`src/rtl/keypad_matrix_loader.sv`:
```
// Keypad-driven loader for an S x F signed X matrix plus S-element y vector.
// Optional build macro KEYPAD_SIGN_EN enables the 0xA sign-toggle key.
module keypad_matrix_loader #(
    parameter int unsigned ELEM_WIDTH      = 14,
    parameter int unsigned NUM_SAMPLES     = 3,
    parameter int unsigned NUM_FEATURES    = 2,
    parameter int unsigned MAX_DIGITS      = 3,
    parameter int unsigned DEBOUNCE_CYCLES = 4
) (
    input  logic                                              clock,
    input  logic                                              reset,
    input  logic [3:0]                                        key_code_i,
    input  logic                                              key_pressed_i,
    input  logic                                              matrix_ready_i,
    output logic [NUM_SAMPLES*NUM_FEATURES*ELEM_WIDTH-1:0]    x_flat_o,
    output logic [NUM_SAMPLES*ELEM_WIDTH-1:0]                 y_flat_o,
    output logic                                              matrix_valid_o,
    output logic signed [ELEM_WIDTH-1:0]                      entry_value_o,
    output logic [$clog2(NUM_SAMPLES*(NUM_FEATURES+1)+1)-1:0] elem_index_o,
    output logic                                              input_error_o
);

    localparam int unsigned NUM_X     = NUM_SAMPLES * NUM_FEATURES;
    localparam int unsigned NUM_ELEMS = NUM_SAMPLES * (NUM_FEATURES + 1);
    localparam int unsigned IDX_W     = $clog2(NUM_ELEMS + 1);
    localparam int unsigned DB_W      = $clog2(DEBOUNCE_CYCLES + 1);
    localparam int unsigned DIG_W     = $clog2(MAX_DIGITS + 1);
    // Wide enough to hold mag*10+9 before the range check.
    localparam int unsigned ACC_W     = ELEM_WIDTH + 4;

    localparam logic [ACC_W-1:0] MaxMag = (ACC_W'(1) << (ELEM_WIDTH - 1)) - ACC_W'(1);

    localparam logic [3:0] KeyClear = 4'hB;
    localparam logic [3:0] KeyDone  = 4'hD;
    localparam logic [3:0] KeyEnter = 4'hE;

    localparam logic [1:0] StCollect = 2'd0;
    localparam logic [1:0] StHold    = 2'd1;
    localparam logic [1:0] StPresent = 2'd2;

    logic [DB_W-1:0]       db_cnt_q, db_cnt_d, db_run;
    logic [3:0]            db_code_q, db_code_d;
    logic                  armed_q, armed_d;
    logic                  key_fire;

    logic [1:0]            state_q, state_d;
    logic [ELEM_WIDTH-1:0] mag_q, mag_d;
    logic [DIG_W-1:0]      dig_q, dig_d;
    logic [IDX_W-1:0]      idx_q, idx_d;
    logic                  err_q, err_d;
    logic [ELEM_WIDTH-1:0] slot_q [NUM_ELEMS];
    logic [ELEM_WIDTH-1:0] slot_d [NUM_ELEMS];
    logic [ACC_W-1:0]      acc_next;
    logic [ELEM_WIDTH-1:0] entry_val;
    logic                  acc_clr;

    // Debounce: armed keys fire after a stable run; disarmed keys re-arm after a quiet run.
    always_comb begin
        db_cnt_d  = db_cnt_q;
        db_code_d = db_code_q;
        armed_d   = armed_q;
        db_run    = '0;
        key_fire  = 1'b0;
        if (armed_q) begin
            if (key_pressed_i) begin
                if ((db_cnt_q != '0) && (key_code_i == db_code_q)) begin
                    db_run = db_cnt_q + DB_W'(1);
                end else begin
                    db_run = DB_W'(1);
                end
                db_code_d = key_code_i;
                if (db_run == DB_W'(DEBOUNCE_CYCLES)) begin
                    key_fire = 1'b1;
                    armed_d  = 1'b0;
                    db_cnt_d = '0;
                end else begin
                    db_cnt_d = db_run;
                end
            end else begin
                db_cnt_d = '0;
            end
        end else begin
            if (!key_pressed_i) begin
                db_run = db_cnt_q + DB_W'(1);
                if (db_run == DB_W'(DEBOUNCE_CYCLES)) begin
                    armed_d  = 1'b1;
                    db_cnt_d = '0;
                end else begin
                    db_cnt_d = db_run;
                end
            end else begin
                db_cnt_d = '0;
            end
        end
    end

    assign acc_next = ACC_W'(mag_q) * ACC_W'(10) + ACC_W'(key_code_i);

    always_comb begin
        state_d = state_q;
        mag_d   = mag_q;
        dig_d   = dig_q;
        idx_d   = idx_q;
        slot_d  = slot_q;
        err_d   = 1'b0;
        acc_clr = 1'b0;
        case (state_q)
            StCollect: begin
                if (key_fire) begin
                    if (key_code_i <= 4'd9) begin
                        if ((dig_q == DIG_W'(MAX_DIGITS)) || (acc_next > MaxMag)) begin
                            err_d = 1'b1;
                        end else begin
                            mag_d = acc_next[ELEM_WIDTH-1:0];
                            dig_d = dig_q + DIG_W'(1);
                        end
                    end else begin
                        case (key_code_i)
                            KeyClear: acc_clr = 1'b1;
                            KeyEnter: begin
                                slot_d[idx_q] = entry_val;
                                acc_clr       = 1'b1;
                                idx_d         = idx_q + IDX_W'(1);
                                if (idx_q == IDX_W'(NUM_ELEMS - 1)) begin
                                    state_d = StHold;
                                end
                            end
                            KeyDone:  err_d = 1'b1;
                            default:  ;
                        endcase
                    end
                end
            end
            StHold: begin
                if (key_fire) begin
                    if (key_code_i == KeyDone) begin
                        state_d = StPresent;
                    end else if (key_code_i == KeyClear) begin
                        for (int k = 0; k < NUM_ELEMS; k++) begin
                            slot_d[k] = '0;
                        end
                        idx_d   = '0;
                        acc_clr = 1'b1;
                        state_d = StCollect;
                    end
                end
            end
            StPresent: begin
                if (matrix_ready_i) begin
                    state_d = StCollect;
                    idx_d   = '0;
                end
            end
            default: state_d = StCollect;
        endcase
        if (acc_clr) begin
            mag_d = '0;
            dig_d = '0;
        end
    end

`ifdef KEYPAD_SIGN_EN
    localparam logic [3:0] KeySign = 4'hA;

    logic sign_q, sign_d;

    always_comb begin
        sign_d = sign_q;
        if (acc_clr) begin
            sign_d = 1'b0;
        end else if (key_fire && (state_q == StCollect) && (key_code_i == KeySign)) begin
            sign_d = ~sign_q;
        end
    end

    always_ff @(posedge clock or posedge reset) begin
        if (reset) begin
            sign_q <= 1'b0;
        end else begin
            sign_q <= sign_d;
        end
    end

    // Negating a zero magnitude yields zero, so -0 never reaches a slot.
    assign entry_val = sign_q ? (-mag_q) : mag_q;
`else
    assign entry_val = mag_q;
`endif

    always_ff @(posedge clock or posedge reset) begin
        if (reset) begin
            db_cnt_q  <= '0;
            db_code_q <= '0;
            armed_q   <= 1'b0;
            state_q   <= StCollect;
            mag_q     <= '0;
            dig_q     <= '0;
            idx_q     <= '0;
            err_q     <= 1'b0;
            slot_q    <= '{default: '0};
        end else begin
            db_cnt_q  <= db_cnt_d;
            db_code_q <= db_code_d;
            armed_q   <= armed_d;
            state_q   <= state_d;
            mag_q     <= mag_d;
            dig_q     <= dig_d;
            idx_q     <= idx_d;
            err_q     <= err_d;
            slot_q    <= slot_d;
        end
    end

    always_comb begin
        x_flat_o = '0;
        y_flat_o = '0;
        for (int k = 0; k < NUM_X; k++) begin
            x_flat_o[k*ELEM_WIDTH +: ELEM_WIDTH] = slot_q[k];
        end
        for (int s = 0; s < NUM_SAMPLES; s++) begin
            y_flat_o[s*ELEM_WIDTH +: ELEM_WIDTH] = slot_q[NUM_X + s];
        end
    end

    assign matrix_valid_o = (state_q == StPresent);
    assign entry_value_o  = entry_val;
    assign elem_index_o   = idx_q;
    assign input_error_o  = err_q;

endmodule

```
`config.mk`:
```
export PLATFORM = sky130hd
export DESIGN_NAME = keypad_matrix_loader
export DESIGN_NICKNAME = d
export VERILOG_FILES = /design/src/rtl/keypad_matrix_loader.sv
export SDC_FILE = /design/constraint.sdc
export NUM_CORES = 1
export LEC_CHECK = 0
export BUFFER_PORTS_ARGS = -buffer_cell sky130_fd_sc_hd__buf_2
export CAP_MARGIN = 20
export CORE_AREA = 2 2 118 120
export CTS_CLUSTER_SIZE = 12
export DETAILED_ROUTE_END_ITERATION = 8
export DIE_AREA = 0 0 120 122
export PLACE_DENSITY = 0.85
export SETUP_SLACK_MARGIN = 0.2
export SLEW_MARGIN = 30
export SYNTH_ARGS = -nofsm -noshare
export SYNTH_HDL_FRONTEND = slang
export SYNTH_SLANG_ARGS = --single-unit
```
`constraint.sdc`:
```
create_clock -name clock -period 9.69 [get_ports clock]
set_input_delay 1.938 -clock clock [delete_from_list [all_inputs] [get_ports clock]]
set_output_delay 1.938 -clock clock [all_outputs]
set_load 0.02 [all_outputs]
```
==> Word-level counts from Yosys, hierarchy flattened <==
Cells that the tools add are included.
{ "word_totals": {"register_bits": 157, "in_bits": 8, "output_inout_bits": 146, "word_cells": 128} }
{ "classes": {"add_sub_neg": 4, "n_mul": 1, "order_cmp": 4, "eq_ne": 20, "mux": 65, "bitwise_logic": 1, "n_reduce_logical": 16} }
{ "op_table": {"columns": ["cell", "count"], "rows": [
  ["126-bit 2-to-1 mux", 6],
  ["126-bit one-hot mux with 2 select lines", 1],
  ["126-bit bitwise mux", 1],
  ["14-bit 2-to-1 mux", 6],
  ["14-bit demux with 4-bit select", 1],
  ["4-bit 2-to-1 mux", 7],
  ["2-bit 2-to-1 mux", 13],
  ["3-bit 2-to-1 mux", 8],
  ["1-bit 2-to-1 mux", 19],
  ["18-bit by 4-bit adder with 18-bit output", 1],
  ["18-bit by 13-bit greater-than comparator with 1-bit output, second input constant", 1],
  ["14-bit by 3-bit multiplier with 17-bit output, second input constant", 1],
  ["4-bit == test, second input constant", 4],
  ["2-bit != test, second input constant", 8],
  ["7-bit AND reduction", 2],
  ["4-bit one-hot mux with 3 select lines", 1],
  ["8-bit AND reduction", 1],
  ["2-bit nonzero test", 4],
  ["3-bit == test, second input constant", 2],
  ["2-bit one-hot mux with 3 select lines", 1],
  ["3-bit nonzero test", 2],
  ["5-bit greater-or-equal comparator, second input constant", 1],
  ["5-bit by 1-bit < comparator with 1-bit output, second input constant", 1],
  ["4-bit inverter with 5-bit output", 1],
  ["other kinds (16)", 18]
]} }

==> Depth between registers and ports, before layout <==
Gate-level depths: netlist of run 1.
{ "depth": {"word_depth": 13, "ltp_mapped": 13, "ltp_nobuf": 12} }

==> Worst setup path before layout of run 1 <==
Ideal clock, no wire load.
{ "synth_timing": {"kind": "input-to-reg", "startpoint": "input key_code_i[1]", "endpoint": "register mag_q[3] (netlist: entry_value_o[3])", "setup_time_ns": 0.132, "arrival_ns": 3.992, "required_ns": 9.558, "slack_ns": 5.566, "stages": 11, "path_buffers": 1, "cell_sequence": "ha_1 -> fa_1 -> a21o_1 -> nand4b_1 -> nor3_1 -> o311ai_1 -> o31a_1 -> o211ai_4 -> buf_8 -> mux2i_1 -> nor2_1"} }
{ "synth_between": {"elab_chain_len": 13, "word_cells_on_any_way": 34, "classes_between": "1 x add/sub; 2 x order compare; 6 x eq/ne; 18 x mux; 7 x reduce/logical"} }
{ "synth_rtl": {"columns": ["item", "line_no", "source"], "rows": [
  ["from (decl)", "12", "input logic [3:0] key_code_i,"],
  ["parallel branches: the longest is 13 deep, another holds 18-bit by 4-bit adder with 18-bit output", null, null],
  ["to (signal assigned)", "206", "mag_q <= mag_d;"],
  ["to (decl)", "47", "logic [ELEM_WIDTH-1:0] mag_q, mag_d;"]
]} }
Parallel ways; which one is timed is not known. The select of a mux whose other input is x is not followed.
A chain may end at the register's enable or synchronous reset.

==> Final worst setup path of run 1 <==
{ "layout_timing": {"startpoint": "input key_code_i[2]", "endpoint": "register slot_q (netlist bit y_flat_o[20])"} }
{ "layout_between": {"elab_chain_len": 11, "word_cells_on_any_way": 20, "classes_between": "1 x order compare; 11 x eq/ne; 6 x mux; 2 x reduce/logical"} }
{ "layout_rtl": {"columns": ["item", "line_no", "source"], "rows": [
  ["4-bit == test", "66", "if ((db_cnt_q != '0) && (key_code_i == db_code_q)) begin"],
  ["1-bit logical AND", "66", null],
  ["3-bit 2-to-1 mux", "66", null],
  ["3-bit 2-to-1 mux", "65", "if (key_pressed_i) begin"],
  ["3-bit 2-to-1 mux", "64", "if (armed_q) begin"],
  ["3-bit == test", "72", "if (db_run == DB_W'(DEBOUNCE_CYCLES)) begin"],
  ["1-bit 2-to-1 mux", "72", null],
  ["1-bit 2-to-1 mux", "65", null],
  ["1-bit 2-to-1 mux", "64", null],
  ["2-bit != test (no source line)", null, null],
  ["7-bit AND reduction (no source line) *", null, null],
  ["to (signal assigned)", "210", "slot_q <= slot_d;"],
  ["to (decl)", "51", "logic [ELEM_WIDTH-1:0] slot_q [NUM_ELEMS];"]
]} }
Every way passes the cells marked *; elsewhere a longest branch is shown, timed or not. The select of a mux whose other input is x is not followed.

==> results.yml, run 1 <==
clocking:
  cts_root_buffer: "clkbuf_16"
  cts_resized: 0
  clockBufferDepth: 2
  cts_setup_buffers: 0
  clkLatencyLatePin_ns: 0.44
  cts_tree: "yes"
  hold_buffers: 0
  h-tree-depth: 4
  clock-sinks: 157
  clkTransAtPathRegs_ns: 0.07
  numCtsBuffers: 17
logic_synthesis:
  synthArstFlopShare_pct: 100
  yosys_most_used_dff: "dfrtp_1"
  synth_edf_count: 0
  synth-seq-cells: 157
  postSynthNetCount: 806
  synthCells: 758
  ys_seq_area_share_pct: 49.6
  synth_cell_types: 62
  synth.avg_cell_area_um2: 10.5
  synth_warnings: 0
  synthesis.area_um2: 7920
cells_and_area:
  final_common_cell: "dfrtp_1"
  syn_to_final_growth_pct: 18.4
  register_area_um2: 3930
  fillers: 975
  drive_above_1_share_pct: 23.6
  multi_input_area_um2: 3730
  mostFrequentLayoutCells: "157 x dfrtp_1, 153 x buf_2, 87 x nand2_1"
  n_antenna_cell: 0
  fin_nets: 940
floorplan:
  design.core.area_um2: 13500
  rows: 43
  start_util_pct: 58.7
  die_h_um: 122
  die-area_um2: 14600
  ioPinCount: 154
  die_w_um: 120
run:
  maxCapViolations: 0
sta:
  period_needed_ns: 4.44
  finClkSkew_ns: 0.0116
  timing.final.max_slew_violations: 0
  rsz0062_at_grt: "false"
  setup_viol: 0
  worst_pin_slew_ns: 0.868
  slew_headroom_pct: 41.9
  max_freq_mhz: 225
  finalCritPeriodShare_pct: 45.9
  holdWs_ns: 0.497
  hold_viol: 0
  fin_tns_setup_ns: 0
critical_path:
  endpoint_kind: "register"
  crit_path_start_kind: "input port"
  crit_arrival_ns: 4.79
  crit_type: "input port to register"
  cp_max_fo: 78
  crit_required_ns: 10.03
drt:
  final_antenna_net_count: 0
  dr.pass1.iters: 6
  drc: 0
  first_iter_violations: 1062
  wirelength_um: 22300
  viasPerCell: 6.40
  wire_per_inst_um: 20.6
  vias: 6941
pwr:
  power_density_nw_per_um2: 170
  combPwrFrac_pct: 12.7
  switching_power_uw: 466
  switching_share_pct: 29.2
  p_int_mw: 1.13
  power.leakage_nw: 4.79
  power_frac_clock_pct: 44.1
  seq_power_share_pct: 43.2
  vdd_drop_max_mv: 0.168
  finalPower_mw: 1.60
global_routing:
  grt_max_degree: 95
  globalRouteOverflowTotal: 0
  antenna_found_initial: 0
  grt_first_pass_wirelength_um: 34900
  gr-usage-all-layers_pct: 30.8
  grt_pass1_vias: 6535
min_path:
  hold_path.class: "register to register"
placement:
  place.gp.congestion: 0.997
  dp_hpwl_um: 15100
  io_buffers: 153
outcome:
  status: "completed"
[Yosys cell counts (all sizes together), types with 5 or more instances]
cell type	count	area share, %
and3	5	0.39
nor2b	20	1.6
clkbuf	25	1.2
mux2i	15	1.9
a21oi	19	1.2
xor2	8	0.98
a22o	65	7.2
dfrtp	157	50
nand3	9	0.57
buf	17	1.3
a22oi	58	5.5
inv	20	0.95
nor2	39	2.0
nand2	87	4.1
ha	38	6.0
o21ai	75	4.7
nor3	7	0.44
xnor2	15	1.7
a21o	10	0.95
[flip-flops by register name, indices dropped and copies added (netlist names)]
name and flops:
armed_q 1, db_cnt_q 3, db_code_q 4, dig_q 2
elem_index_o 4, entry_value_o 14, input_error_o 1, state_q 2
x_flat_o 84, y_flat_o 42
[power by group through the flow]
| stage | combinational (mW) | sequential [mW] | clock [mW] |
|---|---|---|---|
| 6_report | 0.202 | 0.690 | 0.704 |
| 5_1_grt | 0.228 | 0.692 | 0.735 |
| 4_1_cts | 0.202 | 0.689 | 0.707 |
| 3_5_place_dp | 0.201 | 0.701 | 0 |
| 3_3_place_gp | 0.198 | 0.701 | 0 |
| 2_1_floorplan | 0.145 | 0.705 | 0 |
[critical path, cell delays in order]
cell and delay, ns:
buf_2 0.22, xnor2_1 0.15, nand3_1 0.14, or4_4 0.59, a21o_2 0.20, buf_4 0.34, nor2_1 0.78, a22oi_1 0.16
o21ai_0 0.22
[final cells by class]
| class | count | area share (%) |
|---|---|---|
| sequential | 157 | 41.9 |
| clock buffer | 19 | 4.83 |
| tap | 180 | 2.40 |
| multi-input combinational | 538 | 39.8 |
| clock inverter | 13 | 1.73 |
| timing repair buffer | 157 | 8.48 |
| inverter | 21 | 0.894 |
[stage by stage]
stage                     setup WS (ns)  cells  utilization [%]  cell area (um^2)
after floorplan                    3.52    758                -              7920
after global placement             4.88   1053             64.9              8760
after detailed placement           4.76   1053             64.9              8760
after CTS                          5.22   1085             69.4              9370
after global routing               5.07   1085             69.5              9380
final                              5.25   1085             69.5              9380
[kinds of logic (layout without fill, tap and decap cells)]
group           Yosys count  after routing  share of synthesized area, %
flops                   157            157                          49.6
buf+inv                  63            210                          3.46
mux                      19             19                          2.46
fa+ha+maj                40             40                          6.51
xor+xnor                 23             23                          2.64
compound gates          263            263                          23.7
simple gates            193            193                          11.6
[final timing paths]
check,startpoint,to,slack (ns),depth (start not counted)
max in group asynchronous,reset,y_flat_o[37],6.68,3
setup reg to reg,entry_value_o[1],entry_value_o[8],5.47,12
min in group asynchronous,reset,x_flat_o[40],1.69,2
hold reg to reg,x_flat_o[5],x_flat_o[5],0.50,1
hold / removal,x_flat_o[5],x_flat_o[5],0.50,1
setup / recovery,key_code_i[2],y_flat_o[20],5.25,9
[metal layers]
| metal | routed length (um) | vias up | GRT usage [%] |
|---|---|---|---|
| met5 | 0 | - | 0 |
| li1 | - | 3063 | - |
| met3 | 1860 | 40 | 6.37 |
| met4 | 466 | 0 | 10.7 |
| met2 | 11100 | 398 | 51.1 |
| met1 | 8890 | 3440 | 40.6 |
Note: power is estimated with default switching activity, not from simulation.
==> run 2, diff against run 1 <==
CORE_AREA = 2 2 129 131   (was 2 2 118 120)
DIE_AREA = 0 0 131 133   (was 0 0 120 122)
PLACE_DENSITY = 0.76   (was 0.85)
clock period = 3.7 ns   (was 9.69 ns; I/O delays follow)
==> run 2 against run 1 <==
Combinational power rose to 2.7 times the previous value. Clock power grew 140%. Sequential power rose to 2.6 times the previous value. Core utilization shrank 8.7 points. Largest power group is now sequential cells. Die area up 19%. Design area increased by 4.8%.
==> results.yml, run 2 (synthesis gave the netlist of run 1 again) <==
drt:
  wire_per_inst_um: 20.0
  first_iter_violations: 527
  final_antenna_net_count: 0
  dr.pass1.iters: 5
  viasPerCell: 5.99
  wirelength_um: 23300
  vias: 6982
  drc: 0
placement:
  io_buffers: 153
  place_area_um2: 9100
  place.gp.congestion: 0.933
  dp_hpwl_um: 16400
global_routing:
  grt_pass1_vias: 6442
  grt_first_pass_wirelength_um: 36100
  grt_max_degree: 77
  gr-usage-all-layers_pct: 26.8
  globalRouteOverflowTotal: 0
  antenna_found_initial: 0
floorplan:
  die-area_um2: 17400
  die_h_um: 133
  start_util_pct: 49.0
  ioPinCount: 154
  design.core.area_um2: 16200
  rows: 47
  die_w_um: 131
critical_path:
  crit_path_start_kind: "register"
  crit_required_ns: 4.01
  endpoint_kind: "register"
  crit_arrival_ns: 3.78
  cp_max_fo: 8
  ff2ff_path_depth: 13
  crit_type: "register to register"
sta:
  holdWs_ns: 0.279
  fin_tns_setup_ns: 0
  slew_headroom_pct: 46.7
  worst_pin_slew_ns: 0.799
  finClkSkew_ns: 0.0109
  hold_viol: 0
  setup_viol: 0
  finalCritPeriodShare_pct: 93.8
  rsz0062_at_grt: "true"
  period_needed_ns: 3.47
  timing.final.max_slew_violations: 0
  max_freq_mhz: 288
cells_and_area:
  drive_above_1_share_pct: 28.1
  largest_reg_flops: 84
  fin_nets: 981
  mostFrequentLayoutCells: "155 x dfrtp_1, 153 x buf_2, 87 x nand2_1"
  fin_area_um2: 9830
  final_util_pct: 60.8
  n_antenna_cell: 0
  final_common_cell: "dfrtp_1"
  syn_to_final_growth_pct: 24.0
clocking:
  numCtsBuffers: 17
  clkLatencyLatePin_ns: 0.43
  clockBufferDepth: 2
  clock-sinks: 157
  clkTransAtPathRegs_ns: 0.07
  cts_root_buffer: "clkbuf_16"
  cts_tree: "yes"
  h-tree-depth: 4
outcome:
  status: "completed"
pwr:
  power_density_nw_per_um2: 408
  finalPower_mw: 4.01
  power.leakage_nw: 4.97
  vdd_drop_max_mv: 0.325
min_path:
  hold_path.class: "input port to asynchronous set/reset pin"
run:
  maxCapViolations: 0
[run 2: changes by cell type in the layout (fill, tap and decap cells not counted), sizes merged]
cell	previous run	this run
buf	157	197
inv	29	24
clkinv	2	6
clkinvlp	1	4
bufinv	2	0
clkbuf	19	20
[run 2: where the power goes]
| group | total, mW | switching [mW] | internal (mW) |
|---|---|---|---|
| registers | 1.81 | 0.0484 | 1.76 |
| logic | 0.546 | 0.399 | 0.147 |
| clock network | 1.66 | 0.766 | 0.891 |
| total | 4.01 | 1.21 | 2.80 |
[run 2: worst max-delay path: stages (launching register included)]
cell and delay [ns]:
dfrtp_2 0.43, ha_4 0.27, ha_4 0.15, inv_4 0.04, fa_2 0.38, nand2b_4 0.18, a211o_1 0.34, a311oi_2 0.31
o311ai_2 0.15, o31a_1 0.34, o211ai_4 0.27, buf_12 0.18, mux2i_1 0.24, nor2_1 0.07
[run 2: what timing repair did]
action / 4_1_cts / 5_1_grt
buffers inserted: 0 / 5
pin swaps: 0 / 11
hold buffers: 0 / 0
resized for setup: 1 / 16
setup endpoints to repair: 14 / 15
gates cloned: 0 / 1
[run 2: layout make-up]
type,instances,area [um^2]
clock buffers,19,443
clock inverters,13,108
fillers,1288,6340
inverters,21,85.1
multi-input cells,538,3810
flip-flops and latches,157,3930
well taps,220,275
repair buffers,198,1170
[run 2: metrics by stage]
stage	setup slack [ns]	instances
after floorplan	0.233	758
after global routing	0.129	1166
after global placement	0.300	1127
final	0.228	1166
after detailed placement	0.171	1127
after CTS	0.239	1159
[run 2: worst paths after layout]
check / startpoint / to / slack, ns
max: entry_value_o[3] / entry_value_o[8] / 0.23
min: reset / x_flat_o[55] / 0.28
max reg2reg: entry_value_o[3] / entry_value_o[8] / 0.23
min reg2reg: x_flat_o[9] / x_flat_o[9] / 0.50
max in group asynchronous: reset / y_flat_o[8] / 2.57
min in group clock: x_flat_o[9] / x_flat_o[9] / 0.50
[run 2: per-layer routing]
layer / part of all wire [%] / global-route usage (%) / wire [um]
met1: 42 / 37.5 / 9830
met3: 8.8 / 6.83 / 2060
met2: 48 / 41.6 / 11100
met5: 0 / 0 / 0
met4: 1.3 / 6.91 / 301
==> run 3, diff against run 2 <==
ABC_AREA = 1   (was not set)
CORE_AREA = 2 2 161 163   (was 2 2 129 131)
DIE_AREA = 0 0 163 165   (was 0 0 131 133)
PLACE_DENSITY = not set   (was 0.76)
==> run 3 against run 2 <==
Critical path depth rose by 4. Cell count rose by 36%. Sequential power fell by 4%. Worst hold slack improved by 0.19 ns. Design area rose by 7.0%. Flip-flop and latch count did not move. Clock power rose by 11%. Non-clock buffer count fell by 14. Largest cell class is now multi-input combinational cells. Largest power group is now clock. Highest routed layer unchanged.
==> results.yml, run 3 <==
logic_synthesis:
  ys_seq_area_share_pct: 45.0
  synthCells: 1100
  synth_area_leaders: "dfrtp_1 45%, nand2_1 13%, nand3_1 9.8%, ha_1 5.4%, o21ai_0 5.2%"
  synth_edf_count: 0
  synthesis.area_um2: 8730
  synth_cell_types: 38
  synth_warnings: 0
  synth_commonest_cells: "295 x nand2_1, 171 x nand3_1, 157 x dfrtp_1, 96 x inv_1, 90 x o21ai_0"
  yosys_most_used_dff: "dfrtp_1"
  synth.avg_cell_area_um2: 7.94
  synth.top_cell.area_share_pct: 45.0
  synth_top_area_cell: "dfrtp_1"
  synthArstFlopShare_pct: 100
  postSynthNetCount: 1148
  synth-seq-cells: 157
  yosysMostFrequentCell: "nand2_1"
sta:
  worst_pin_slew_ns: 0.867
  max_freq_mhz: 309
  slew_headroom_pct: 42.2
  hold_viol: 0
  period_needed_ns: 3.23
  rsz0062_at_grt: "false"
  finClkSkew_ns: 0.0178
  finalWorstSetupSlack_ns: 0.466
  fin_tns_setup_ns: 0
  finalCritPeriodShare_pct: 87.4
  setup_viol: 0
  timing.final.max_slew_violations: 0
clocking:
  numCtsBuffers: 17
  clkLatencyLatePin_ns: 0.44
  cts_tree: "yes"
  clockBufferDepth: 2
  cts_root_buffer: "clkbuf_16"
  clkTransAtPathRegs_ns: 0.07
  clock-sinks: 157
  h-tree-depth: 4
outcome:
  status: "completed"
pwr:
  vdd_drop_max_mv: 0.260
  power_density_nw_per_um2: 358
  power.leakage_nw: 5.24
drt:
  first_iter_violations: 851
  final_antenna_net_count: 0
  wirelength_um: 26900
  drc: 0
  dr.pass1.iters: 6
  wire_per_inst_um: 17.0
  vias: 7913
  viasPerCell: 4.98
global_routing:
  grt_first_pass_wirelength_um: 42600
  grt_max_degree: 79
  grt_pass1_vias: 7500
  antenna_found_initial: 0
  gr-usage-all-layers_pct: 20.5
  globalRouteOverflowTotal: 0
cells_and_area:
  largest_reg_flops: 84
  syn_to_final_growth_pct: 20.4
  final_common_cell: "nand2_1"
  final_util_pct: 42.0
  drive_above_1_share_pct: 21.4
  n_antenna_cell: 0
  fin_nets: 1293
  mostFrequentLayoutCells: "293 x nand2_1, 171 x nand3_1, 155 x dfrtp_1"
placement:
  dp_hpwl_um: 18400
  place_ws_ns: 0.393
  io_buffers: 153
  place.gp.congestion: 0.932
critical_path:
  crit_type: "register to register"
  crit_path_start_kind: "register"
  crit_required_ns: 4.01
  endpoint_kind: "register"
  crit_arrival_ns: 3.55
  cp_max_fo: 9
floorplan:
  die-area_um2: 26900
  die_h_um: 165
  die_w_um: 163
  start_util_pct: 34.9
  ioPinCount: 154
  design.core.area_um2: 25000
  rows: 58
run:
  maxCapViolations: 0
min_path:
  hold_path.class: "input port to asynchronous set/reset pin"
run 3: layer usage:
metal | wire, um | GRT usage [%] | vias up | part of all wire [%]
met4 | 609 | 6.76 | 0 | 2.3
met2 | 12000 | 31.2 | 210 | 45
met3 | 1510 | 3.74 | 32 | 5.6
li1 | - | - | 3937 | -
met5 | 0 | 0 | - | 0
met1 | 12700 | 29.6 | 3734 | 47
run 3: cell families after synthesis:
group	share of synthesized area, %
buf+inv	8.07
compound gates	11.7
xor+xnor	0.502
simple gates	28.9
fa+ha+maj	5.91
flops	45.0
run 3: metrics by stage:
stage	instance area, um^2	instances	hold WS, ns	power [mW]
final	10500	1588	0.470	3.76
after global routing	10500	1588	0.499	3.90
after CTS	10500	1585	0.483	3.80
after detailed placement	9840	1553	0.468	1.95
after global placement	9840	1553	0.460	1.95
after floorplan	8730	1100	0.472	1.89
run 3: final timing paths:
check,cells past startpoint,slack [ns],from,endpoint
min,2,0.47,reset,x_flat_o[5]
max,17,0.47,entry_value_o[8],entry_value_o[5]
max in group asynchronous,3,2.43,reset,x_flat_o[64]
min reg2reg,2,0.48,x_flat_o[70],x_flat_o[70]
max reg2reg,17,0.47,entry_value_o[8],entry_value_o[5]
min in group clock,2,0.48,x_flat_o[70],x_flat_o[70]
run 3: timing repair:
| action | in CTS | in global routing |
|---|---|---|
| setup endpoints to repair | 0 | 15 |
| hold buffers | 0 | 0 |
| gates resized for setup | 0 | 12 |
| setup buffers | 0 | 2 |
run 3: area by class of cell:
cell class | instances | area, um^2
repair buffers | 184 | 1020
clock buffers | 18 | 439
fillers | 2567 | 14500
multi-input cells | 785 | 4140
inverters | 100 | 387
well taps | 330 | 413
clock inverters | 14 | 173
flip-flops and latches | 157 | 3930
run 3: power by group:
part / switching (mW) / internal (mW) / total [mW]
combinational: 0.131 / 0.0435 / 0.174
sequential: 0.0131 / 1.73 / 1.74
clock: 0.808 / 1.04 / 1.85
total: 0.951 / 2.81 / 3.76
run 3: critical path: stages, from the launching register on:
cell,delay (ns)
dfrtp_1,0.48
ha_1,0.37
ha_1,0.37
nand2_1,0.12
nor2_1,0.20
nand3_1,0.20
nand4_1,0.14
nand2_1,0.11
nor2_1,0.19
nand2_1,0.08
nand2_1,0.07
nand2_1,0.06
nor2_2,0.11
nand3_2,0.14
nand2_4,0.15
nand3_2,0.17
nand2_1,0.10
nand2_1,0.05
